==> src/rtl/pin_uart_pkg.sv <==
// Shared types and constants for the pin-name UART receiver.
package pin_uart_pkg;

    localparam int CHARS      = 4;
    localparam int DATA_BITS  = 8;
    localparam int FRAME_BITS = 10;

    typedef enum logic [2:0] {
        IDLE,
        START,
        DATA,
        STOP,
        WAIT_HIGH
    } rx_state_e;

endpackage

==> src/rtl/pin_uart_rx_byte.sv <==
// 8N1 byte receiver: rxd synchronizer plus oversampled framing FSM.
// ok/err are combinational and valid only on the stop-bit sample cycle.
//
// state     | meaning
// IDLE      | line idle, waiting for a low sample
// START     | timing to mid start bit to confirm it
// DATA      | shifting in 8 data bits, LSB first
// STOP      | timing to mid stop bit and checking it
// WAIT_HIGH | bad stop bit seen, waiting for the line to return high
module pin_uart_rx_byte
    import pin_uart_pkg::*;
#(
    parameter int OVERSAMPLE = 8
) (
    input  logic       clk,
    input  logic       rst,
    input  logic       sample,
    input  logic       rxd,
    output logic [7:0] data,
    output logic       ok,
    output logic       err,
    output logic       start,
    output logic       idle
);

    localparam int CW = $clog2(OVERSAMPLE);
    localparam logic [CW-1:0] HALF_LAST = CW'(OVERSAMPLE / 2 - 1);
    localparam logic [CW-1:0] FULL_LAST = CW'(OVERSAMPLE - 1);
    localparam logic [2:0]    LAST_BIT  = 3'(DATA_BITS - 1);

    logic            rxd_meta;
    logic            line;
    rx_state_e       state, state_n;
    logic [CW-1:0]   cnt, cnt_n;
    logic [2:0]      bit_idx, bit_idx_n;
    logic [7:0]      shreg, shreg_n;

    always_ff @(posedge clk) begin
        if (rst) begin
            rxd_meta <= 1'b1;
            line     <= 1'b1;
            state    <= IDLE;
            cnt      <= '0;
            bit_idx  <= '0;
            shreg    <= '0;
        end else begin
            rxd_meta <= rxd;
            line     <= rxd_meta;
            state    <= state_n;
            cnt      <= cnt_n;
            bit_idx  <= bit_idx_n;
            shreg    <= shreg_n;
        end
    end

    always_comb begin
        state_n   = state;
        cnt_n     = cnt;
        bit_idx_n = bit_idx;
        shreg_n   = shreg;
        ok        = 1'b0;
        err       = 1'b0;
        start     = 1'b0;
        if (sample) begin
            case (state)
                IDLE: begin
                    if (!line) begin
                        state_n = START;
                        cnt_n   = '0;
                        start   = 1'b1;
                    end
                end
                START: begin
                    if (cnt == HALF_LAST) begin
                        cnt_n     = '0;
                        bit_idx_n = '0;
                        state_n   = line ? IDLE : DATA;
                    end else begin
                        cnt_n = cnt + 1'b1;
                    end
                end
                DATA: begin
                    if (cnt == FULL_LAST) begin
                        cnt_n     = '0;
                        shreg_n   = {line, shreg[7:1]};
                        bit_idx_n = bit_idx + 3'd1;
                        if (bit_idx == LAST_BIT) state_n = STOP;
                    end else begin
                        cnt_n = cnt + 1'b1;
                    end
                end
                STOP: begin
                    if (cnt == FULL_LAST) begin
                        cnt_n = '0;
                        if (line) begin
                            ok      = 1'b1;
                            state_n = IDLE;
                        end else begin
                            err     = 1'b1;
                            state_n = WAIT_HIGH;
                        end
                    end else begin
                        cnt_n = cnt + 1'b1;
                    end
                end
                WAIT_HIGH: begin
                    if (line) state_n = IDLE;
                end
                default: state_n = IDLE;
            endcase
        end
    end

    assign data = shreg;
    assign idle = (state == IDLE);

endmodule

==> src/rtl/pin_uart_rx.sv <==
// Receives 4-character pin names over 8N1 UART and publishes complete names.
// Define PIN_UART_RX_MATCH_EN to compare each new name against EXPECT.
module pin_uart_rx
    import pin_uart_pkg::*;
#(
    parameter int          OVERSAMPLE   = 8,
    parameter int          IDLE_TIMEOUT = 16,
    parameter logic [31:0] EXPECT       = "AF12"
) (
    input  logic        clk,
    input  logic        rst,
    input  logic        sample,
    input  logic        rxd,
    output logic [31:0] name,
    output logic        name_valid,
    output logic        frame_err,
    output logic        match
);

    localparam int IDLE_LIMIT = IDLE_TIMEOUT * OVERSAMPLE;
    localparam int IW         = $clog2(IDLE_LIMIT + 1);
    localparam logic [1:0] LAST_CHAR = 2'(CHARS - 1);

    logic [7:0]    rx_data;
    logic          rx_ok;
    logic          rx_err;
    logic          rx_start;
    logic          rx_idle;
    logic [23:0]   partial;
    logic [1:0]    byte_cnt;
    logic [IW-1:0] idle_cnt;
    logic          name_load;

    pin_uart_rx_byte #(
        .OVERSAMPLE(OVERSAMPLE)
    ) u_byte (
        .clk    (clk),
        .rst    (rst),
        .sample (sample),
        .rxd    (rxd),
        .data   (rx_data),
        .ok     (rx_ok),
        .err    (rx_err),
        .start  (rx_start),
        .idle   (rx_idle)
    );

    assign name_load = sample && rx_ok && (byte_cnt == LAST_CHAR);

    always_ff @(posedge clk) begin
        if (rst) begin
            name       <= '0;
            name_valid <= 1'b0;
            frame_err  <= 1'b0;
            partial    <= '0;
            byte_cnt   <= '0;
            idle_cnt   <= '0;
        end else begin
            name_valid <= 1'b0;
            frame_err  <= 1'b0;
            if (sample) begin
                if (rx_ok) begin
                    partial  <= {partial[15:0], rx_data};
                    byte_cnt <= byte_cnt + 2'd1;
                    if (name_load) begin
                        name       <= {partial, rx_data};
                        name_valid <= 1'b1;
                    end
                end else if (rx_err) begin
                    frame_err <= 1'b1;
                    byte_cnt  <= '0;
                    partial   <= '0;
                end
                // A stalled partial name is dropped once the line stays idle too long.
                if (rx_start) begin
                    idle_cnt <= '0;
                end else if (rx_idle && byte_cnt != 2'd0) begin
                    if (idle_cnt == IW'(IDLE_LIMIT - 1)) begin
                        idle_cnt <= IW'(IDLE_LIMIT);
                        byte_cnt <= '0;
                        partial  <= '0;
                    end else if (idle_cnt != IW'(IDLE_LIMIT)) begin
                        idle_cnt <= idle_cnt + 1'b1;
                    end
                end
            end
        end
    end

`ifdef PIN_UART_RX_MATCH_EN
    always_ff @(posedge clk) begin
        if (rst)            match <= 1'b0;
        else if (name_load) match <= ({partial, rx_data} == EXPECT);
    end
`else
    assign match = 1'b0;
`endif

endmodule
==> config.mk <==
export PLATFORM = sky130hd
export DESIGN_NAME = pin_uart_rx
export DESIGN_NICKNAME = d
export VERILOG_FILES = /design/src/rtl/pin_uart_pkg.sv /design/src/rtl/pin_uart_rx_byte.sv /design/src/rtl/pin_uart_rx.sv
export SDC_FILE = /design/constraint.sdc
export NUM_CORES = 1
export LEC_CHECK = 0
export CAP_MARGIN = 10
export CORE_ASPECT_RATIO = 0.9
export CORE_UTILIZATION = 32
export DETAILED_ROUTE_END_ITERATION = 7
export PLACE_DENSITY = 0.54
export SYNTH_ARGS = -nofsm -noshare
export SYNTH_HDL_FRONTEND = slang
export SYNTH_SLANG_ARGS = --single-unit
==> constraint.sdc <==
create_clock -name clk -period 1.7 [get_ports clk]
set_input_delay 0.255 -clock clk [delete_from_list [all_inputs] [get_ports clk]]
set_output_delay 0.255 -clock clk [all_outputs]
set_load 0.01 [all_outputs]
=== Word-level counts from Yosys, hierarchy flattened ===
Index checks and enable logic that the tools add are counted.

* Add/sub/neg operators: 4
* Equality and inequality tests: 16
* Multiplexer cells: 42
* Bitwise operators: 2
* Reductions and logical operators: 18

{| class="wikitable"
|+ Operator list
! cell !! count
|-
| 2-to-1 mux 24 bit || 5
|-
| 2-to-1 mux 3 bit || 12
|-
| 2-to-1 mux 8 bit || 4
|-
| case mux 3 bit (5 select lines) || 1
|-
| 2-to-1 mux 1 bit || 12
|-
| 2-to-1 mux 2 bit || 6
|-
| AND reduction 3 bit || 4
|-
| != test 2 x 1 -> 1 bit, second input constant || 5
|-
| equality test 3 x 2 -> 1 bit, second input constant || 3
|-
| equality test 3 bit, second input constant || 3
|-
| case mux 3 bit (3 select lines) || 1
|-
| adder 8 x 1 -> 8 bit, second input constant || 1
|-
| equality test 8 x 7 -> 1 bit, second input constant || 1
|-
| != test 8 bit, second input constant || 1
|-
| AND reduction 7 bit || 1
|-
| adder 3 x 1 -> 3 bit, second input constant || 2
|-
| case mux 3 bit (2 select lines) || 1
|-
| nonzero test 2 bit || 3
|-
| nonzero test 3 bit || 2
|-
| OR reduction 3 bit || 2
|-
| AND reduction 4 bit || 1
|-
| equality test 3 x 1 -> 1 bit, second input constant || 1
|-
| logical AND 1 bit || 3
|-
| logical NOT 3 bit || 1
|-
| 5 further kinds || 6
|}

* Register bits: 87
* Input port bits: 4
* Output and inout port bits: 35
* Logic and storage cells: 94

=== Depth between registers and ports, before layout ===
Gate-level depths: netlist of the first run.

* Depth in word-level cells: 9
* Depth in mapped cells: 9
* Gate-level depth less buffers: 7

=== By module ===
From an unflattened synthesis of the first run, not the netlist that was laid out.

* Cells, all modules: 437
* Area, all modules: 3751.1 µm²

{| class="wikitable"
|+ Modules (own cells, without submodules)
! module !! instances !! cells an instance !! area an instance (µm²) !! seq. area each (µm²)
|-
| pin_uart_rx || 1 || 333 || 2753.9 || 1361.3
|-
| pin_uart_rx_byte || 1 || 104 || 997.2 || 380.4
|}

=== Worst setup path after synthesis of the first run ===
No wires, ideal clock.

* Path kind: reg2reg
* From: register u_byte.cnt[0]
* To: register partial[10]
* Library setup time: 0.117 ns
* Arrival: 1.678 ns
* Data required time: 1.583 ns
* Path slack: -0.095 ns
* Cell stages (with the launch flop): 9
* Path buffers: 2
* Clock period less this slack: 1.795 ns
* Cells stage by stage: dfxtp_1 > ha_1 > ha_1 > and4b_1 > buf_2 > nand2_1 > a31o_2 > buf_6 > a22o_1

* Cells in the longest elaborated chain, start to end: 9
* Elaborated cells between the ends (all ways): 12
* Classes of those cells: 1 x eq/ne; 11 x mux

{| class="wikitable"
|+ RTL lines
! item !! line !! text
|-
| start, declared || pin_uart_rx_byte.sv:34 || <nowiki>logic [CW-1:0] cnt, cnt_n;</nowiki>
|-
| start signal, assigned || pin_uart_rx_byte.sv:50 || <nowiki>cnt <= cnt_n;</nowiki>
|-
| equality test 3 bit * || pin_uart_rx_byte.sv:93 || <nowiki>if (cnt == FULL_LAST) begin</nowiki>
|-
| 2-to-1 mux 1 bit || pin_uart_rx_byte.sv:93 ||
|-
| 2-to-1 mux 1 bit || pin_uart_rx_byte.sv:65 || <nowiki>case (state)</nowiki>
|-
| 2-to-1 mux 1 bit || pin_uart_rx_byte.sv:64 || <nowiki>if (sample) begin</nowiki>
|-
| 2-to-1 mux 24 bit || pin_uart_rx.sv:69 || <nowiki>end else if (rx_err) begin</nowiki>
|-
| 2-to-1 mux 24 bit * || pin_uart_rx.sv:62 || <nowiki>if (rx_ok) begin</nowiki>
|-
| 2-to-1 mux 24 bit || pin_uart_rx.sv:78 || <nowiki>if (idle_cnt == IW'(IDLE_LIMIT - 1)) begin</nowiki>
|-
| 2-to-1 mux 24 bit || pin_uart_rx.sv:77 || <nowiki>end else if (rx_idle && byte_cnt != 2'd0) begin</nowiki>
|-
| 2-to-1 mux 24 bit * || pin_uart_rx.sv:75 || <nowiki>if (rx_start) begin</nowiki>
|-
| end signal, assigned || pin_uart_rx.sv:63 || <nowiki>partial <= {partial[15:0], rx_data};</nowiki>
|-
| end, declared || pin_uart_rx.sv:29 || <nowiki>logic [23:0] partial;</nowiki>
|}

Every way passes the cells marked *; elsewhere a longest branch is shown, timed or not.
A chain may end at the register's enable or synchronous reset.

=== Worst setup path in the final report of the first run ===
* From: register byte_cnt[0]
* To: register byte_cnt[1]

* Cells in the longest elaborated chain, start to end: 5
* Elaborated cells between the ends (all ways): 7
* Classes of those cells: 1 x add/sub; 4 x mux; 2 x reduce/logical

{| class="wikitable"
|+ RTL lines
! item !! line !! text
|-
| start, declared || pin_uart_rx.sv:30 || <nowiki>logic [1:0] byte_cnt;</nowiki>
|-
| start signal, assigned || pin_uart_rx.sv:64 || <nowiki>byte_cnt <= byte_cnt + 2'd1;</nowiki>
|-
| adder 2 x 1 -> 2 bit || pin_uart_rx.sv:64 ||
|-
| 2-to-1 mux 2 bit || pin_uart_rx.sv:62 ||
|-
| 2-to-1 mux 2 bit || pin_uart_rx.sv:78 ||
|-
| 2-to-1 mux 2 bit || pin_uart_rx.sv:77 ||
|-
| 2-to-1 mux 2 bit * || pin_uart_rx.sv:75 ||
|}

Marks and branches as above.

==> results of run 1 <==
[layout make-up]
class	instances	area (um2)	share of cell area, %
Clock buffer	10	229	4.62
Clock inverter	6	75.1	1.51
Inverter	22	82.6	1.66
Multi-Input combinational cell	272	1870	37.8
Sequential cell	87	1750	35.3
Tap cell	152	190	3.83
Timing Repair Buffer	79	762	15.4
[cell families (layout without fill, tap and decap cells)]
| kind of cell | count (synthesis) | in the layout | synth area share [%] |
|---|---|---|---|
| buffers and inverters | 52 | 117 | 6.83 |
| adders and majority gates | 10 | 10 | 3.43 |
| AOI/OAI and AO/OA | 102 | 103 | 18.6 |
| DFF | 87 | 87 | 47.8 |
| muxes | 12 | 12 | 3.30 |
| and+or+nand+nor | 146 | 146 | 19.9 |
| other | 1 | 1 | 0.103 |
[synth_stat cells (all sizes together) (3+ instances only)]
| cell | instances |
|---|---|
| dfxtp | 87 |
| nor2 | 23 |
| a22o | 15 |
| nand4b | 3 |
| buf | 18 |
| nor3 | 4 |
| ha | 10 |
| and2 | 8 |
| a221oi | 10 |
| inv | 22 |
| nand3b | 3 |
| mux2i | 12 |
| o21ai | 16 |
| or3 | 3 |
| nand3 | 7 |
| a22oi | 4 |
| nand2 | 77 |
| clkbuf | 12 |
| a21oi | 43 |
[worst max-delay path, stage by stage, from the launching register on]
cell and delay, ns:
dfxtp_2 0.34, inv_2 0.05, ha_4 0.17, nor4_4 0.23
o2111ai_2 0.18, buf_6 0.17, a31o_4 0.28, a22o_1 0.19
[metrics by stage]
stage,power (mW),instances
2_1_floorplan,2.17,410
3_3_place_gp,2.20,604
3_5_place_dp,2.20,604
4_1_cts,4.22,620
5_1_grt,4.32,628
6_report,4.18,628
[worst max-delay path by stage]
stage	from	to	slack, ns	cells after the start
3_5_place_dp	sample	partial[1]	-0.23	7
5_1_grt	u_byte.cnt[1]	byte_cnt[0]	-0.09	7
4_1_cts	byte_cnt[0]	partial[12]	0.0002	7
2_1_floorplan	idle_cnt[0]	partial[10]	0.03	6
6_report	byte_cnt[0]	byte_cnt[1]	-0.02	7
3_3_place_gp	sample	partial[3]	-0.19	7
[layer usage]
layer	up-vias	share of wire, %	GRT usage (%)
met5	-	0	0
met4	0	2.1	5.19
met3	15	3.5	3.50
met2	46	45	23.5
met1	1464	49	19.7
li1	1546	-	-
[power groups by stage]
stage               clock network, mW  logic, mW  registers (mW)
floorplan                           0     0.0771            2.09
detailed placement                  0      0.111            2.09
finish                           2.02      0.123            2.04
CTS                              2.06      0.111            2.04
global route                     2.15      0.132            2.04
global placement                    0      0.109            2.09
[what timing repair did]
item	CTS	global route
pin swaps	2	13
gates cloned	0	4
hold buffers	0	0
resized for setup	4	48
setup endpoints to repair	20	73
buffers inserted	0	4
[sequential cells by signal (all words and copies together) (netlist names)]
name             flops
u_byte.cnt           3
u_byte.rxd_meta      1
frame_err            1
partial             24
u_byte.data          8
u_byte.state         3
idle_cnt             8
u_byte.bit_idx       3
byte_cnt             2
name_valid           1
u_byte.line          1
name                32
==> impl_results.md, run 1 <==
- Mapped cell area: 3640 um2
- TritonCTS buffer count: 9
- Final antenna-violating net count: 0
- Reg2reg setup slack: -0.02 ns
- Vias per cell: 4.89
- Ports: 39
- Sequential fraction of design power: 48.8%
- Root Buffer: clkbuf_16
- Commonest non-fill, non-tap cell in the layout: dfxtp_1
- NetSw: 0.940 mW
- Vias in the first global route: 2775
- Post-synth EDFFs: 0
- Max Buffers Root-to-Sink: 2
- Power Density: 844 nW/um2
- CP Capture Type: flip-flop
- Sw frac: 22.5%
- RR Endpoint: byte_cnt[1]
- Crit path max fanout: 8
- ANT cells: 0
- CP arrival: 1.95 ns
- Synth-to-layout area growth: 36.2%
- Hold depth: 2
- Fin crit period: 1.72 ns
- Most frequent cells in the layout: dfxtp_1, nand2_1, clkdlybuf4s50_1, a21oi_1, buf_4
- Post-synth cell types: 49
- Crit Path Class: flip-flop to flip-flop
- Fin crit share: 101%
- Internal power: 3.25 mW
- Clock power share: 48.2%
- Clock sink count: 87
- Comb pwr share: 2.9%
- Design area: 4960 um2
- Failing checks: negative setup slack
- Top cell type's share of synthesized area: 47.8%
- Post-synth ARST share: 0%
- Worst Setup Start Kind: flip-flop
- Area after DPL: 4370 um2
- Max VDD drop: 0.000396 V
- Core area: 10900 um2
- HPWL after detailed placement: 5.77 mm
- Final hold vios: 0
- Synth warn: 0
- Clk slew on worst S/H paths: 0.07 ns
- DIE WIDTH: 114 um
- Synthesized instance count: 410
- Initial core utilization: 33.3%
- Worst skew pair latency: 0.34 ns
- Synth area leader: dfxtp_1
- DRT Pass-1 Iters: 4
- Setup TNS: -0.129 ns
- GPL Wtd Cong: 0.814
- DR vias: 3071
- Final worst setup slack: -0.0248 ns
- Hold crit path type: input port to flip-flop
- RR Startpoint: byte_cnt[0]
- Share of layout cells above drive strength 1: 23.1%
- Reg2Reg Depth: 7
- Seq/Total Area, Yosys: 47.8%
- Detailed-route wire length per cell: 14.2 um
- Primary FF master, synth: dfxtp_1
- Congestion Overflow GR: 0
- Outcome: finished with violations
- Synthesized Nets: 424
- Syn avg cell area: 8.89 um2
- Post-place setup slack: -0.229 ns
- Top cells by area, synth: dfxtp_1, nand2_1, a21oi_1, a22o_1, ha_1
- Worst Path Required: 1.92 ns
- Iteration-0 DRC Markers: 105
- Final net count: 485
- DIE AREA: 11800 um2
- Hold EP: idle_cnt[5]
- DRC viols: 0
- Total Wirelength: 8.91 mm
- Maxcap violations: 0
- Synth Register Bits: 87
- Leakage dissipation: 1.77 nW
- RSZ-0062 raised after global routing: true
- Hold Startpoint: rst
- Final setup violation count: 12
- H-tree Lvls: 3
- Die height: 103 um
- Slew Viols, Final: 0
- Min Hold Slack: 0.244 ns
- CTS tree: done
- IO buf count: 37
- Final core occ: 45.3%
- First-pass GRT wire length: 13.5 mm
- # fillers: 1058
- Number of antenna violations at the first check in global routing: 0
- Max Clk Rate: 580 MHz
- Overall Global Routing Usage: 14.8%
- Post-Route Skew: 0.00658 ns
- Site Rows: 36
- Pin count of the biggest net entering global routing: 37
Power figures use the tool's default switching activity.
==> run 2: changes to the inputs <==
CORE_ASPECT_RATIO = 0.75   (was 0.9)
CTS_CLUSTER_SIZE = 24   (was not set)
==> run 2 against run 1 <==
  * Die area about the same
  * Highest routed layer unchanged
  * Power increased by 0.20%
  * Wire length down 1.1%
  * The run ends with design-rule violations, negative setup slack left
  * Critical endpoint is now partial[0]
  * Core utilization down 0.18 points
  * Sequential cell count did not move
  * Worst setup slack got worse by 0.012 ns
  * Register-to-register slack is essentially flat
  * First-iteration DRC count grew 63%
  * Final cell count decreased by 1.3%
  * Non-clock buffer count rose by 4
  * Hold slack lost 0.012 ns
==> impl_results.md, run 2 (synthesis gave the netlist of run 1 again) <==
- Outcome: finished with violations (unchanged)
- Failing checks: design-rule violations, negative setup slack (was negative setup slack)
- Worst Setup Start Kind: flip-flop (unchanged)
- Comb pwr share: 3.1% (was 2.9%)
- DRC viols: 8 (was 0)
- Number of antenna violations at the first check in global routing: 0 (unchanged)
- Max Buffers Root-to-Sink: 2 (unchanged)
- Total Wirelength: 8.81 mm (was 8.91 mm)
- Fin crit period: 1.74 ns (was 1.72 ns)
- RSZ-0062 raised after global routing: true (unchanged)
- Detailed-route wire length per cell: 14.2 um (about the same)
- Final net count: 489 (was 485)
- DIE AREA: 11800 um2 (about the same)
- Final worst setup slack: -0.0365 ns (was -0.0248 ns)
- IO buf count: 37 (unchanged)
- Fin crit share: 102% (was 101%)
- Most flop-heavy register: name (unchanged)
- Final Power: 4.19 mW (was 4.18 mW)
- Ports: 39 (unchanged)
- Sequential fraction of design power: 48.7% (was 48.8%)
- DRT Pass-1 Iters: 7 (was 4)
- Clock power share: 48.2% (about the same)
- Worst skew pair latency: 0.34 ns (about the same)
- Hold crit path type: input port to flip-flop (unchanged)
- H-tree Lvls: 3 (unchanged)
- CTS tree: done (unchanged)
- DIE WIDTH: 125 um (was 114 um)
- Max Clk Rate: 576 MHz (was 580 MHz)
- Commonest non-fill, non-tap cell in the layout: dfxtp_1 (unchanged)
- CP arrival: 1.96 ns (was 1.95 ns)
- CP Capture Type: flip-flop (unchanged)
- Vias per cell: 4.91 (was 4.89)
- Area after DPL: 4400 um2 (was 4370 um2)
- Synth-to-layout area growth: 36.6% (was 36.2%)
- First-pass GRT wire length: 14.1 mm (was 13.5 mm)
- Site Rows: 33 (was 36)
- DR vias: 3045 (was 3071)
- Slew Viols, Final: 0 (unchanged)
- Vias in the first global route: 2872 (was 2775)
- Top flop regs: name: 32 flops, partial: 24 flops (unchanged)
- Internal power: 3.27 mW (was 3.25 mW)
- Initial core utilization: 33.0% (was 33.3%)
- Leakage dissipation: 1.75 nW (was 1.77 nW)
- Root Buffer: clkbuf_16 (unchanged)
- Final hold vios: 0 (unchanged)
- Max VDD drop: 0.000492 V (was 0.000396 V)
- Iteration-0 DRC Markers: 171 (was 105)
- Post-Route Skew: 0.00554 ns (was 0.00658 ns)
- Die height: 94.4 um (was 103 um)
- Crit Path Class: flip-flop to flip-flop (unchanged)
- Maxcap violations: 0 (unchanged)
- Worst Path Required: 1.93 ns (was 1.92 ns)
- NetSw: 0.920 mW (was 0.940 mW)
- GPL Wtd Cong: 0.814 (about the same)
- Crit path max fanout: 8 (unchanged)
- Pin count of the biggest net entering global routing: 67 (was 37)
- TritonCTS buffer count: 9 (unchanged)
- Clk slew on worst S/H paths: 0.06 ns (was 0.07 ns)
- Final setup violation count: 14 (was 12)
- Congestion Overflow GR: 0 (unchanged)
- Power Density: 842 nW/um2 (was 844 nW/um2)
- Final antenna-violating net count: 0 (unchanged)
- Final core occ: 45.1% (was 45.3%)
- Core area: 11000 um2 (was 10900 um2)
- Design area: 4980 um2 (was 4960 um2)
- Hold buffer count at cts: 0 (unchanged)
- ANT cells: 0 (unchanged)
- Overall Global Routing Usage: 15.2% (was 14.8%)
- # fillers: 1038 (was 1058)
- Share of layout cells above drive strength 1: 22.9% (was 23.1%)
- HPWL after detailed placement: 5.84 mm (was 5.77 mm)
- Min Hold Slack: 0.232 ns (was 0.244 ns)
- Sw frac: 21.9% (was 22.5%)
- Max reg flops: 32 (unchanged)
- Most frequent cells in the layout: dfxtp_1, nand2_1, a21oi_1, buf_4, clkdlybuf4s50_1 (was dfxtp_1, nand2_1, clkdlybuf4s50_1, a21oi_1, buf_4)
- Clock sink count: 87 (unchanged)
==> run 2: metrics by stage <==
stage / worst slack (ns) / setup TNS [ns] / instances
after CTS: -0.0296 / -0.0608 / 614
after detailed placement: -0.239 / -11.64 / 596
after global placement: -0.181 / -9.49 / 596
final: -0.0365 / -0.248 / 620
after floorplan: 0.0267 / 0 / 410
after global routing: -0.0724 / -1.45 / 620
==> run 2: per-layer routing <==
layer / vias up / global-route usage [%] / share of wire (%)
met5: - / 0 / 0
met3: 11 / 4.48 / 4.5
met4: 0 / 4.27 / 1.0
met1: 1414 / 20.0 / 50
li1: 1554 / - / -
met2: 66 / 24.3 / 45
==> run 2: area by class of cell <==
type	instances	area [um2]	area share (%)
Tap cell	140	175	3.52
Sequential cell	87	1750	35.1
Clock inverter	6	67.6	1.36
Timing Repair Buffer	83	795	16.0
Multi-Input combinational cell	272	1870	37.6
Inverter	22	82.6	1.66
Clock buffer	10	239	4.80
==> run 2: worst max-delay path, cell delays in order (launching register included) <==
cell       delay [ns]
dfxtp_2          0.35
inv_2            0.05
ha_4             0.17
nor4_4           0.24
o2111ai_1        0.17
buf_4            0.20
a31o_4           0.27
a22o_1           0.19
==> run 2: power groups by stage <==
stage | logic, mW | clock network, mW | registers (mW)
after global placement | 0.112 | 0 | 2.09
after detailed placement | 0.114 | 0 | 2.09
after floorplan | 0.0771 | 0 | 2.09
final | 0.129 | 2.02 | 2.04
after CTS | 0.117 | 2.08 | 2.04
after global routing | 0.141 | 2.15 | 2.04
==> run 2: path summary, 6_finish.rpt <==
kind                                     to  cells after the start             from  slack [ns]
worst max-delay path             partial[0]                      7      byte_cnt[0]       -0.04
worst max register to register   partial[0]                      7      byte_cnt[0]       -0.04
worst min register to register  u_byte.line                      1  u_byte.rxd_meta        0.42
worst min-delay path            byte_cnt[0]                      2              rst        0.23
==> run 2: what timing repair did <==
item                       in CTS  in global routing
setup buffers                   1                  5
pin swaps                       3                 15
gates resized for setup         5                 50
gates cloned                    1                  1
setup endpoints to repair      20                 67
